--- src/rtl/pc_sequencer_4.sv ---
// pc_sequencer_4: 4-bit program-counter register and control FSM.
// The PC feeds an external combinational incrementer and captures its sum,
// or overrides it with a branch target, stall hold or halt. Carry-outs seen
// on advances are counted as address-space wrap-arounds (saturating).
// Optional feature macro: PC_WRAP_TRAP_EN -- when defined, a wrapping advance
// also raises trap and moves the FSM to HALT; when undefined, trap is tied to 0.
module pc_sequencer_4 (
  input  logic       clk,
  input  logic       rst_n,
  input  logic       start,
  input  logic       stall,
  input  logic       skip,
  input  logic       branch_en,
  input  logic [3:0] branch_tgt,
  input  logic       halt_req,
  input  logic [3:0] inc_sum,
  input  logic       inc_cout,
  output logic [3:0] pc,
  output logic       inc_cin,
  output logic       pc_valid,
  output logic [1:0] state,
  output logic [3:0] wrap_cnt,
  output logic       trap
);

  typedef enum logic [1:0] {
    IDLE  = 2'b00,
    RUN   = 2'b01,
    STALL = 2'b10,
    HALT  = 2'b11
  } state_t;

  state_t     state_q, state_d;
  logic [3:0] pc_q, pc_d;
  logic [3:0] wrap_q, wrap_d;
  logic       trap_q, trap_d;

  // Incrementer request and fetch qualifier, decoded from registered state.
  assign pc_valid = (state_q == RUN);
  assign inc_cin  = skip & (state_q == RUN);
  assign pc       = pc_q;
  assign state    = state_q;
  assign wrap_cnt = wrap_q;

  // Next-state, next-PC and wrap bookkeeping.
  always_comb begin
    // NOTE: every target gets a hold default first so no path leaves it unassigned (no latches).
    state_d = state_q;
    pc_d    = pc_q;
    wrap_d  = wrap_q;
    trap_d  = trap_q;
    unique case (state_q)
      IDLE: begin
        if (start) state_d = RUN;
      end
      RUN: begin
        if (halt_req) begin
          state_d = HALT;
        end else if (branch_en) begin
          pc_d = branch_tgt;
        end else if (stall) begin
          state_d = STALL;
        end else begin
          pc_d = inc_sum;
          if (inc_cout) begin
            if (wrap_q != 4'hF) wrap_d = wrap_q + 4'd1;
`ifdef PC_WRAP_TRAP_EN
            trap_d  = 1'b1;
            state_d = HALT;
`endif
          end
        end
      end
      STALL: begin
        if (halt_req)    state_d = HALT;
        else if (!stall) state_d = RUN;
      end
      HALT: begin
        if (start) begin
          state_d = RUN;
          pc_d    = 4'h0;
          wrap_d  = 4'h0;
          trap_d  = 1'b0;
        end
      end
      default: state_d = IDLE;
    endcase
  end

  // State, PC and wrap counter registers with asynchronous clear.
  always_ff @(posedge clk or negedge rst_n) begin
    // NOTE: sequential state uses non-blocking assignments so all registers update together.
    if (!rst_n) begin
      state_q <= IDLE;
      pc_q    <= 4'h0;
      wrap_q  <= 4'h0;
      trap_q  <= 1'b0;
    end else begin
      state_q <= state_d;
      pc_q    <= pc_d;
      wrap_q  <= wrap_d;
      trap_q  <= trap_d;
    end
  end

`ifdef PC_WRAP_TRAP_EN
  assign trap = trap_q;
`else
  // Without the trap feature the flag is permanently clear.
  assign trap = 1'b0;
  logic unused_trap;
  assign unused_trap = trap_q;
`endif

endmodule

--- config.mk ---
export PLATFORM = sky130hd
export DESIGN_NAME = pc_sequencer_4
export DESIGN_NICKNAME = d
export VERILOG_FILES = /design/src/rtl/pc_sequencer_4.sv
export SDC_FILE = /design/constraint.sdc
export NUM_CORES = 1
export LEC_CHECK = 0
export BUFFER_PORTS_ARGS = -buffer_cell sky130_fd_sc_hd__buf_2
export CAP_MARGIN = 10
export CORE_AREA = 2 2 42 44
export DETAILED_ROUTE_END_ITERATION = 10
export DIE_AREA = 0 0 44 46
export HOLD_SLACK_MARGIN = 0.05
export PLACE_DENSITY = 0.74
export REMOVE_ABC_BUFFERS = 1
export SLEW_MARGIN = 40
export SYNTH_ARGS = -nofsm -noshare
export SYNTH_HDL_FRONTEND = slang
export SYNTH_SLANG_ARGS = --single-unit
export TNS_END_PERCENT = 5
--- constraint.sdc ---
create_clock -name clk -period 2 [get_ports clk]
set_clock_uncertainty 0.05 [all_clocks]
set_input_delay 0.2 -clock clk [delete_from_list [all_inputs] [get_ports clk]]
set_output_delay 0.2 -clock clk [all_outputs]
set_load 0.1 [all_outputs]
==> qor.yml, run 1 <==
outcome: "complete, no violations"
cts.sinks: 10
start_util_pct: 42.17
setup_viol: 0
ys_seq_elements: 10
rr_worst_depth: 4
worstPathCellList: "ha_1 > a311o_1 > a221oi_4 > mux2_2"
row_count: 15
syn_area_per_cell_um2: 10.47
cts_buffers: 3
hold_viol: 0
cp-start-kind: "flip-flop"
worstPathMaxFanout: 6
drc: 0
regArea_um2: 250.2
synth-seq-area-share_pct: 36.76
cts.path.max_buffers: 2
ys.flop_type: "dfrtp_1"
worst_hold_slack_ns: 0.1708
synth_top_cell_by_area: "dfrtp_1"
fin_nets: 119
min_period_ns: 1.901
die_y_um: 46
slowest_delay_ns: 0.42
post-route-period-util_pct: 95.05
cts_root_buf: "clkbuf_4"
grt_pass1_vias: 550
cp.depth: 4
synth_area_leaders: "dfrtp_1 (37%), mux2_2 (9.9%), ha_1 (9.2%)"
grt_max_degree: 11
clock_latency_ns: 0.26
startpoint: "wrap_cnt[0]"
grtUsageTotal_pct: 15.25
coreArea_um2: 1614
drt.antenna.violating_nets: 0
post-synth-top-count-cell: "dfrtp_1"
drv_cap: 0
io_pins: 29
placed_cell_area_um2: 837.1
die_area_um2: 2024
via_count: 573
die_w_um: 44
routedWlPerCell_um: 12.04
htreeDepth: 1
stdcell_count: 113
dp_hpwl_mm: 1.056
worst-path-buf-inv: 0
crit-reg2reg-capture: "wrap_cnt[0]"
port_buffers: 27
critPathArrivalTime_ns: 2.00
path_clk_slew_ns: 0.07
report.final.slew_viol_count: 0
worstSetupEndpointType: "flip-flop"
drtIter0Drc: 4
reg2reg_from: "wrap_cnt[0]"
max_freq_mhz: 526.1
reg2reg_slack_ns: 0.1
final_area_um2: 875.8
dp_cells: 109
gp_congestion: 0.8255
netlist_area_um2: 680.7
yosysWarnings: 0
min_path_type: "in -> reg"
antenna_found_initial: 0
diodes: 0
cp.required_ns: 2.10
first_pass_iters: 3
synth_common_cells: "dfrtp_1 (10), mux2_2 (6), mux2i_1 (6), nor2_1 (6), ha_1 (5)"
syn_inst: 65
worstSetupEndpoint: "wrap_cnt[0]"
utilization_pct: 54.26
area_growth_pct: 28.68
async_reset_ff_share_pct: 100.0
synth_cell_types: 27
drive_gt1_share_pct: 42.71
worstSetupPathType: "reg -> reg"
grt_pass1_wl_mm: 2.256
via_per_inst: 5.071
synth-edff-count: 0
nFillCells: 158
rsz0062_at_grt: "false"
cpMaxStageDelayCell: "dfrtp_1"
cts_tree: "yes"
grt-ovfl-total: 0
critPathTopFamily: "compound AO/OA/AOI/OAI gates"
multi_input_area_um2: 402.9
netlist.area_leader.share_pct: 36.76
routed_wl_mm: 1.360
==> routing by layer <==
| metal | share of wire (%) | track usage (%) |
|---|---|---|
| met5 | 0 | 0 |
| met2 | 44 | 22.94 |
| met1 | 48 | 21.32 |
| met3 | 7.7 | 2.381 |
| met4 | 0 | 7.273 |
==> worst min path at each step <==
stage          startpoint           to  slack [ns]  cells after the start
2_1_floorplan       rst_n        pc[0]       -0.15                      0
5_1_grt          halt_req     state[0]        0.19                      2
3_3_place_gp        rst_n  wrap_cnt[3]        0.02                      1
6_report         halt_req     state[0]        0.17                      2
3_5_place_dp        rst_n  wrap_cnt[0]        0.03                      1
4_1_cts          halt_req     state[0]        0.16                      2
==> registers in the layout, indices dropped and copies added (netlist names) <==
| signal | count |
|---|---|
| pc | 4 |
| wrap_cnt | 4 |
| state | 2 |
==> cell usage in the layout (no fill, tap or decap), types with 2 or more instances in the layout <==
| cell type | netlist | final |
|---|---|---|
| dfrtp_1 | 10 | 10 |
| inv_1 | 3 | 3 |
| mux2i_1 | 6 | 6 |
| clkbuf_4 | 0 | 3 |
| ha_1 | 5 | 5 |
| buf_2 | 0 | 27 |
| mux2_2 | 6 | 6 |
| nor2_1 | 6 | 6 |
| buf_4 | 1 | 3 |
| nand2_1 | 4 | 4 |
| o21ai_0 | 3 | 3 |
| nand3b_1 | 2 | 2 |
| nand2b_1 | 3 | 3 |
==> per-stage QoR <==
stage / setup WS (ns) / setup TNS [ns]
floorplan: -1.159 / -10.86
global placement: 0.1333 / 0
detailed placement: 0.1044 / 0
CTS: 0.09448 / 0
global route: 0.002437 / 0
finish: 0.09907 / 0
==> final cells by class <==
cell class | count | area share (%)
multi-input cells | 49 | 46.00
flip-flops and latches | 10 | 28.57
repair buffers | 31 | 19.14
clock buffers | 3 | 2.571
well taps | 17 | 2.429
inverters | 3 | 1.286
==> cells by family after synthesis <==
family	share of synthesized area, %
compound gates	13.79
fa+ha+maj	9.191
buf+inv	4.963
flops	36.76
mux	18.75
other cells	0.5509
simple gates	15.99
==> what timing repair did <==
action	4_1_cts	5_1_grt
resized for setup	0	1
setup buffers	0	0
hold buffers	1	0
endpoints found under the setup margin	0	1
hold endpoints to repair	10	0
Power of run 1 is left out: the tool's default activity adds up to more than one toggle a clock period on the data nets, which glitch-free logic cannot reach.
==> run 2, diff against run 1 <==
--- a/config.mk
+++ b/config.mk
@@ -7,12 +7,15 @@
 export LEC_CHECK = 0
 export BUFFER_PORTS_ARGS = -buffer_cell sky130_fd_sc_hd__buf_2
 export CAP_MARGIN = 10
-export CORE_AREA = 2 2 42 44
+export CELL_PAD_IN_SITES_DETAIL_PLACEMENT = 0
+export CELL_PAD_IN_SITES_GLOBAL_PLACEMENT = 1
+export CORE_AREA = 2 2 48 50
 export DETAILED_ROUTE_END_ITERATION = 10
-export DIE_AREA = 0 0 44 46
+export DIE_AREA = 0 0 50 52
 export HOLD_SLACK_MARGIN = 0.05
-export PLACE_DENSITY = 0.74
+export PLACE_DENSITY_LB_ADDON = 0.1
 export REMOVE_ABC_BUFFERS = 1
+export SKIP_CTS_REPAIR_TIMING = 1
 export SLEW_MARGIN = 40
 export SYNTH_ARGS = -nofsm -noshare
 export SYNTH_HDL_FRONTEND = slang
==> constraint.sdc (replaced) <==
create_clock -name clk -period 2 [get_ports clk]
set_clock_uncertainty 0.05 [all_clocks]
set_input_delay 0.1 -clock clk [delete_from_list [all_inputs] [get_ports clk]]
set_output_delay 0.1 -clock clk [all_outputs]
set_load 0.1 [all_outputs]
==> run 2 against run 1 <==
Against the previous run: final cell count is 11% higher; cell area is 2.0% higher; highest routed layer is now met4; critical endpoint unchanged; worst setup slack worse by 0.0093 ns; die area is 28% higher; first-iteration DRC count grew to 2.5 times the previous value; non-clock buffer count is 1 higher; clock-buffer cell count stayed put.
==> qor.yml, run 2 (synthesized netlist as in run 1, its figures left out) <==
area_growth_pct: 31.25
critPathArrivalTime_ns: 1.99
drt.antenna.violating_nets: 0
start_util_pct: 32.32
grt_max_degree: 11
reg2reg_from: "wrap_cnt[0]"
routed_wl_mm: 1.459
fin_nets: 120
cp.required_ns: 2.08
port_buffers: 27
rsz0062_at_grt: "false"
worstSetupEndpointType: "flip-flop"
final_area_um2: 893.4
multi_input_area_um2: 399.1
path_clk_slew_ns: 0.06
drive_gt1_share_pct: 43.30
worst_hold_slack_ns: 0.08000
worst-path-buf-inv: 0
critPathTopFamily: "compound AO/OA/AOI/OAI gates"
stdcell_count: 125
setup_slack_ns: 0.08978
drtIter0Drc: 10
diodes: 0
grt_pass1_vias: 583
min_path_type: "in -> reg"
crit-reg2reg-capture: "wrap_cnt[0]"
clock_latency_ns: 0.25
holdPathStages: 2
worstPathMaxFanout: 6
io_pins: 29
drv_cap: 0
cts.sinks: 10
final_cell_mix: "buf_2 (27), dfrtp_1 (10), mux2i_1 (6), nor2_1 (6), mux2_2 (6)"
min_period_ns: 1.910
report.final.slew_viol_count: 0
drc: 0
grt_pass1_wl_mm: 2.504
via_count: 573
routedWlPerCell_um: 11.67
cts.path.max_buffers: 2
dp_cells: 121
die_y_um: 52
max_freq_mhz: 523.5
worstPathCellList: "ha_2 > a311o_1 > a221oi_4 > mux2_2"
first_pass_iters: 4
cts_root_buf: "clkbuf_4"
hp-start: "halt_req"
coreArea_um2: 2106
dp_hpwl_mm: 1.169
htreeDepth: 1
die_area_um2: 2600
mostFrequentLayoutCell: "buf_2"
dp_slack_ns: 0.05045
nFillCells: 216
hold_viol: 0
cp-start-kind: "flip-flop"
cpMaxStageDelayCell: "dfrtp_1"
grtUsageTotal_pct: 12.60
placed_cell_area_um2: 858.3
setup_viol: 0
via_per_inst: 4.584
outcome: "complete, no violations"
slowest_delay_ns: 0.43
grt-ovfl-total: 0
post-route-period-util_pct: 95.51
rr_worst_depth: 4
reg2reg_slack_ns: 0.09
die_w_um: 50
cts_buffers: 3
row_count: 17
holdPathEnd: "state[0]"
gp_congestion: 0.7041
regArea_um2: 250.2
antenna_found_initial: 0
cts_tree: "yes"
worstSetupPathType: "reg -> reg"
[run 2: cell types whose count changed in the layout (fill, tap and decap cells not counted)]
cell	previous run	this run
ha_2	0	1
buf_4	3	4
a221oi_1	0	1
ha_1	5	4
a221oi_2	1	0
[run 2: layout make-up]
| type | instances | area share (%) |
|---|---|---|
| clock buffer | 3 | 2.521 |
| inverter | 3 | 1.261 |
| multi-input combinational | 49 | 44.68 |
| sequential | 10 | 28.01 |
| tap | 28 | 3.922 |
| timing repair buffer | 32 | 19.61 |
[run 2: worst max-delay path by stage]
stage | from | to | cells after the start
finish | wrap_cnt[0] | wrap_cnt[0] | 4
global route | state[1] | state[0] | 6
CTS | wrap_cnt[0] | wrap_cnt[0] | 4
detailed placement | wrap_cnt[0] | wrap_cnt[0] | 4
global placement | wrap_cnt[0] | wrap_cnt[0] | 4
floorplan | state[0] | wrap_cnt[0] | 4
[run 2: through the flow]
stage	setup TNS (ns)	utilization, %
global placement	0	40.76
detailed placement	0	40.76
floorplan	-10.66	-
CTS	0	41.83
global route	0	42.42
finish	0	42.42
[run 2: per-layer routing]
metal  track usage (%)  wire, um  share of wire (%)  up-vias
met3             3.161       108                7.4        2
met4             5.556        10               0.69        0
met5                 0         0                  0        -
li1                  -         -                  -      293
met2             20.61       658                 45       20
met1             15.62       681                 47      258
Power of run 2 is left out for the same reason.
